===== config.mk =====
export PLATFORM = sky130hd
export DESIGN_NAME = signed_mul_add_flat
export DESIGN_NICKNAME = d
export VERILOG_FILES = /design/src/rtl/signed_mul_add_pkg.sv /design/src/rtl/signed_mul_add_if.sv /design/src/rtl/signed_mul_add_stage.sv /design/src/rtl/signed_mul_add.sv /design/src/flat_wrapper.sv
export SDC_FILE = /design/constraint.sdc
export NUM_CORES = 2
export LEC_CHECK = 0
export BUFFER_PORTS_ARGS = -buffer_cell sky130_fd_sc_hd__buf_2
export CAP_MARGIN = 15
export CORE_MARGIN = 4
export CORE_UTILIZATION = 64
export DETAILED_ROUTE_END_ITERATION = 10
export PLACE_DENSITY = 0.77
export SLEW_MARGIN = 20
export SYNTH_ARGS = -nofsm -noshare
export SYNTH_HDL_FRONTEND = slang
export SYNTH_HIERARCHICAL = 1
export SYNTH_SLANG_ARGS = --single-unit

===== constraint.sdc =====
create_clock -name clk_i -period 5.5 [get_ports clk_i]
set_input_delay 1.1 -clock clk_i [delete_from_list [all_inputs] [get_ports clk_i]]
set_output_delay 1.1 -clock clk_i [all_outputs]
set_load 0.01 [all_outputs]

===== src/rtl/signed_mul_add_pkg.sv =====
// Shared widths, latency helper and stage payload for the signed multiply-add.
// Benches and division checkers use mul_add_latency() to align results.
package mul_add_pkg;

    localparam int N_DEF = 20;
    localparam int M_DEF = 20;

    function automatic int mul_add_latency(input int m);
        return m + 2;
    endfunction

    typedef struct packed {
        logic                            valid;
        logic signed [N_DEF-1:0]         quot;
        logic signed [M_DEF-1:0]         divs;
        logic signed [M_DEF-1:0]         rem;
        logic signed [N_DEF+M_DEF-1:0]   acc;
    } mul_add_stage_t;

endpackage


===== src/rtl/signed_mul_add_if.sv =====
// Operand/result bundle for signed_mul_add; fixed latency, no backpressure.
// The master side drives operands, the slave side returns the rebuilt dividend.
interface signed_mul_add_if #(
    parameter int N = 20,
    parameter int M = 20
);

    logic                  valid_i;
    logic signed [N-1:0]   quotient_i;
    logic signed [M-1:0]   divisor_i;
    logic signed [M-1:0]   remainder_i;
    logic                  valid_o;
    logic signed [N+M-1:0] dividend_o;
    logic                  overflow_o;

    modport master (
        output valid_i, quotient_i, divisor_i, remainder_i,
        input  valid_o, dividend_o, overflow_o
    );

    modport slave (
        input  valid_i, quotient_i, divisor_i, remainder_i,
        output valid_o, dividend_o, overflow_o
    );

endinterface


===== src/rtl/signed_mul_add_stage.sv =====
// One registered radix-2 partial-product step for divisor bit BIT.
// The MSB stage carries weight -2^(M-1) and therefore subtracts.
module mul_add_stage #(
    parameter int N      = 20,
    parameter int M      = 20,
    parameter int BIT    = 0,
    parameter bit IS_MSB = 1'b0
) (
    input  logic                  clk_i,
    input  logic                  rst_i,
    input  logic signed [N-1:0]   quot_i,
    input  logic signed [M-1:0]   divs_i,
    input  logic signed [M-1:0]   rem_i,
    input  logic signed [N+M-1:0] acc_i,
    output logic signed [N-1:0]   quot_o,
    output logic signed [M-1:0]   divs_o,
    output logic signed [M-1:0]   rem_o,
    output logic signed [N+M-1:0] acc_o
);

    localparam int W = N + M;

    typedef struct packed {
        logic signed [N-1:0] quot;
        logic signed [M-1:0] divs;
        logic signed [M-1:0] rem;
        logic signed [W-1:0] acc;
    } payload_t;

    payload_t            st_d;
    payload_t            st_q;
    logic signed [W-1:0] pp;

    always_comb begin
        pp      = {{M{quot_i[N-1]}}, quot_i} <<< BIT;
        st_d      = '0;
        st_d.quot = quot_i;
        st_d.divs = divs_i;
        st_d.rem  = rem_i;
        st_d.acc  = acc_i;
        if (divs_i[BIT]) begin
            st_d.acc = IS_MSB ? acc_i - pp : acc_i + pp;
        end
    end

    always_ff @(posedge clk_i or posedge rst_i) begin
        if (rst_i) begin
            st_q <= '0;
        end else begin
            st_q <= st_d;
        end
    end

    assign quot_o = st_q.quot;
    assign divs_o = st_q.divs;
    assign rem_o  = st_q.rem;
    assign acc_o  = st_q.acc;

endmodule


===== src/rtl/signed_mul_add.sv =====
// Pipelined quotient*divisor+remainder: input register, M shift-add stages,
// then the remainder add and overflow flag in a final register (latency M+2).
module signed_mul_add
    import mul_add_pkg::*;
#(
    parameter int N = N_DEF,
    parameter int M = M_DEF
) (
    input logic              clk_i,
    input logic              rst_i,
    signed_mul_add_if.slave  bus
);

    localparam int W = N + M;

    typedef struct packed {
        logic signed [N-1:0] quot;
        logic signed [M-1:0] divs;
        logic signed [M-1:0] rem;
    } in_t;

    in_t                 in_d;
    in_t                 in_q;
    logic [M:0]          vld_d;
    logic [M:0]          vld_q;
    logic signed [W-1:0] dividend_d;
    logic signed [W-1:0] dividend_q;
    logic                ovf_d;
    logic                ovf_q;
    logic                vo_d;
    logic                vo_q;
    logic signed [W-1:0] res;

    logic signed [N-1:0] quot_s [M+1];
    logic signed [M-1:0] divs_s [M+1];
    logic signed [M-1:0] rem_s  [M+1];
    logic signed [W-1:0] acc_s  [M+1];

    assign quot_s[0] = in_q.quot;
    assign divs_s[0] = in_q.divs;
    assign rem_s[0]  = in_q.rem;
    assign acc_s[0]  = '0;

    for (genvar k = 1; k <= M; k++) begin : g_stage
        mul_add_stage #(
            .N      (N),
            .M      (M),
            .BIT    (k - 1),
            .IS_MSB (k == M)
        ) u_stage (
            .clk_i  (clk_i),
            .rst_i  (rst_i),
            .quot_i (quot_s[k-1]),
            .divs_i (divs_s[k-1]),
            .rem_i  (rem_s[k-1]),
            .acc_i  (acc_s[k-1]),
            .quot_o (quot_s[k]),
            .divs_o (divs_s[k]),
            .rem_o  (rem_s[k]),
            .acc_o  (acc_s[k])
        );
    end

    always_comb begin
        in_d.quot  = bus.quotient_i;
        in_d.divs  = bus.divisor_i;
        in_d.rem   = bus.remainder_i;
        vld_d      = {vld_q[M-1:0], bus.valid_i};
        res        = acc_s[M] + {{N{rem_s[M][M-1]}}, rem_s[M]};
        dividend_d = dividend_q;
        ovf_d      = ovf_q;
        vo_d       = vld_q[M];
        // Results only move on a valid slot; idle slots hold the last value.
        if (vld_q[M]) begin
            dividend_d = res;
            ovf_d      = !((&res[W-1:N-1]) || (~|res[W-1:N-1]));
        end
    end

    always_ff @(posedge clk_i or posedge rst_i) begin
        if (rst_i) begin
            in_q       <= '0;
            vld_q      <= '0;
            dividend_q <= '0;
            ovf_q      <= 1'b0;
            vo_q       <= 1'b0;
        end else begin
            in_q       <= in_d;
            vld_q      <= vld_d;
            dividend_q <= dividend_d;
            ovf_q      <= ovf_d;
            vo_q       <= vo_d;
        end
    end

    assign bus.valid_o    = vo_q;
    assign bus.dividend_o = dividend_q;
    assign bus.overflow_o = ovf_q;

endmodule


===== src/flat_wrapper.sv =====
// flat-port wrapper written by rule: the top's interface ports become plain ports
module signed_mul_add_flat import mul_add_pkg::*;
#(
    parameter int N = N_DEF,
    parameter int M = M_DEF
)
  (clk_i, rst_i, bus_valid_i, bus_quotient_i, bus_divisor_i, bus_remainder_i, bus_valid_o, bus_dividend_o, bus_overflow_o);
  signed_mul_add_if #(.N(N), .M(M)) bus_i ();
  input logic clk_i;
  input logic rst_i;
  input wire logic [$bits(bus_i.valid_i)-1:0] bus_valid_i;
  input wire logic [$bits(bus_i.quotient_i)-1:0] bus_quotient_i;
  input wire logic [$bits(bus_i.divisor_i)-1:0] bus_divisor_i;
  input wire logic [$bits(bus_i.remainder_i)-1:0] bus_remainder_i;
  output wire logic [$bits(bus_i.valid_o)-1:0] bus_valid_o;
  output wire logic [$bits(bus_i.dividend_o)-1:0] bus_dividend_o;
  output wire logic [$bits(bus_i.overflow_o)-1:0] bus_overflow_o;
  assign bus_i.valid_i = bus_valid_i;
  assign bus_i.quotient_i = bus_quotient_i;
  assign bus_i.divisor_i = bus_divisor_i;
  assign bus_i.remainder_i = bus_remainder_i;
  assign bus_valid_o = bus_i.valid_o;
  assign bus_dividend_o = bus_i.dividend_o;
  assign bus_overflow_o = bus_i.overflow_o;
  signed_mul_add #(.N(N), .M(M)) u_core (.clk_i(clk_i), .rst_i(rst_i), .bus(bus_i));
endmodule

==> results.txt <==
----------------------------------------------------
[Final layout]
  Growth of design area from synthesis to finish ... 9.52%
  Finished Core Util ... 0.708
  Commonest cells after routing, fill and taps aside ... sky130_fd_sc_hd__dfrtp_1 (1,891), sky130_fd_sc_hd__a21oi_1 (655), sky130_fd_sc_hd__ha_1 (629), sky130_fd_sc_hd__nand2_1 (534), sky130_fd_sc_hd__mux2_2 (435)
  Ratio of cells with drive above 1 in the final layout ... 0.141
  Layout fillers ... 9,535
  Most common library cell in the layout ignoring fill and taps ... sky130_fd_sc_hd__dfrtp_1
  Final net count ... 8,858

[Synthesis]
  Post-synth design cell area ... 0.0918 mm^2
  Number of warnings issued by yosys ... 6
  Synth Area per Inst ... 11.5 um^2
  Gate count after technology mapping ... 7,986

[Detailed routing]
  Total length of routed met2 wires ... 115 mm
  Count of nets left with antenna violations after detail routing ... 0
  Via/cell ratio ... 6.34
  Total via count in the routed design ... 64.6k
  Total routed wirelength ... 232 mm
  Top Layer Used ... met5
  Detailed Routing Iterations Pass 1 ... 8
  Residual DRC count ... 2
  Drt initial violations ... 4,924
  Routed length per placed instance ... 22.8 um
  Detailed-routing wirelength on met1 ... 94.0 mm
  Detail Route met3 WL ... 11.5 mm

[STA]
  Min Tclk post-route ... 4.01 ns
  RSZ-0062 raised after global routing ... false
  Max-slew violation count ... 0
  Tcrit/Tclk final ... 0.728
  Max Clock Freq ... 250 MHz
  # setup viols final ... 0
  Final sum of negative setup slack ... 0 ns
  Number of endpoints with negative hold slack in the final report ... 0
  Slew margin rel. ... 0.227
  Largest clock skew in the final design ... 0.0453 ns
  Actual slew at the worst max-slew pin ... 1.15 ns

[Clock network]
  Number of resized instances in the post-cts repair step ... 0
  Sink Count ... 1,893
  Setup Buffers After CTS ... 0
  Worst-case clock buffer depth ... 3
  H-Tree Level Count ... 4
  Number of buffers created by CTS ... 188
  Root buffer cell ... sky130_fd_sc_hd__clkbuf_16
  Clock input transition at the sequential cells of the worst setup and hold paths ... 0.07 ns
  TritonCTS clock tree ... done
  Later-pin clock latency in the skew report ... 0.84 ns
  Hold bufs inserted after CTS ... 0

[Die]
  Top-level port count ... 105
  Starting density of the core ... 0.646
  Core ar. ... 0.142 mm^2
  Die Footprint ... 0.150 mm^2
  Std-Cell Rows ... 138
  Vertical die dimension ... 387 um
  Die boundary width ... 387 um

[Global route]
  Vias in the first global route ... 66.4k
  All-Layer GR Usage ... 0.308
  Initial antenna violation count ... 12
  Gr ovfl total ... 0
  Pin count of the biggest net entering global routing ... 99
  First-pass GRT wire length ... 371 mm

[Status]
  Failing checks ... design-rule violations
  Status ... complete, but fails checks

[Setup path]
  Highest fanout seen on the critical path ... 22
  Crit start category ... register
  Category of the most critical setup path ... register to register
  Setup crit end kind ... register
  WP data arrival ... 4.70 ns
  Required time of the critical path ... 6.20 ns

[Power]
  Combinational share of power ... 0.452
  Net switching power ... 23,600 uW
  Internal power component ... 36,200 uW
  Clock group share of total power ... 0.220
  Leakage power ... 0.0451 uW
  Switching fraction of total power ... 0.394
  Power per cell area ... 595 mW/mm^2
  Part of the total power dissipated in sequential elements ... 0.328
  Maximum ir drop on the vdd rail ... 0.341 mV

[Place]
  Detailed-placement wirelength estimate ... 161 mm
  Port Buf Inserts ... 104
  Gpl congestion ... 0.905

[Flow run]
  Max-Cap Viols ... 0

[Worst hold path]
  Worst hold path type ... register to register

----------------------------------------------------
==> registers in the layout, summed over array words and instances, names as in the netlist <==
name and count:
u_core/in_q 40, u_core/g_stage.u_stage/acc_o 800, u_core/bus.overflow_o 1, u_core/g_stage.u_stage/rem_o 400, u_core/g_stage.u_stage/quot_o 380, u_core/divs_s 20, u_core/g_stage.u_stage/divs_o 190, u_core/vld_q 21
u_core/bus.dividend_o 40, u_core/bus.valid_o 1
==> power groups by stage <==
stage	registers, uW	clock network [uW]	logic (uW)
6_report	19600	13200	27000
5_1_grt	19900	14000	29400
4_1_cts	19600	13400	26600
3_5_place_dp	19700	0	25900
3_3_place_gp	19500	0	25200
2_1_floorplan	18700	0	20700
==> final cells by class <==
| cell class | count | area (um^2) | area share |
|---|---|---|---|
| Antenna cell | 1 | 2.50 | 0.0000249 |
| Clock buffer | 261 | 5340 | 0.0531 |
| Clock inverter | 70 | 993 | 0.00988 |
| Inverter | 225 | 882 | 0.00877 |
| Multi-Input combinational cell | 5682 | 42600 | 0.424 |
| Sequential cell | 1893 | 47400 | 0.471 |
| Tap cell | 1890 | 2360 | 0.0235 |
| Timing Repair Buffer | 155 | 1000 | 0.00998 |
==> final timing paths <==
kind	from	to	slack, ns	depth (start not counted)
hold reg to reg	u_core/g_stage[4].u_stage/rem_o[3]	u_core/g_stage[5].u_stage/rem_o[3]	0.33	0
max in group asynchronous	rst_i	u_core/g_stage[1].u_stage/divs_o[16]	3.45	3
setup reg to reg	u_core/g_stage[20].u_stage/rem_o[19]	u_core/bus.overflow_o	1.49	11
setup / recovery	u_core/g_stage[20].u_stage/rem_o[19]	u_core/bus.overflow_o	1.49	11
hold / removal	u_core/g_stage[4].u_stage/rem_o[3]	u_core/g_stage[5].u_stage/rem_o[3]	0.33	0
min in group asynchronous	rst_i	u_core/g_stage[5].u_stage/rem_o[1]	0.53	2
==> worst max-delay path, cell delays in order, from the launching register on <==
cell	delay (ns)
sky130_fd_sc_hd__dfrtp_1	0.86
sky130_fd_sc_hd__ha_1	0.47
sky130_fd_sc_hd__a21oi_1	0.31
sky130_fd_sc_hd__o21ai_0	0.18
sky130_fd_sc_hd__a2111oi_2	0.47
sky130_fd_sc_hd__nor2_1	0.19
sky130_fd_sc_hd__a31oi_1	0.25
sky130_fd_sc_hd__a311oi_1	0.14
sky130_fd_sc_hd__a311oi_2	0.34
sky130_fd_sc_hd__nand4_1	0.17
sky130_fd_sc_hd__o41ai_2	0.37
sky130_fd_sc_hd__a21oi_1	0.12
==> metrics by stage <==
stage | worst slack [ns] | total power [uW] | instances | instance area [um^2] | hold WS [ns]
after floorplan | 1.13 | 39400 | 8064 | 92100 | 0.331
after global placement | 1.53 | 44700 | 9845 | 94200 | 0.331
after detailed placement | 1.49 | 45600 | 9845 | 94200 | 0.335
after CTS | 1.47 | 59600 | 10200 | 101000 | 0.323
after global routing | 1.04 | 63300 | 10200 | 101000 | 0.339
final | 1.49 | 59800 | 10200 | 101000 | 0.333
==> layer usage <==
metal,vias up,global-route usage
met3,767,0.0420
met4,6,0.142
met5,-,0
li1,29400,-
met2,2300,0.525
met1,32100,0.393
Note: power is estimated with default switching activity, not from simulation.
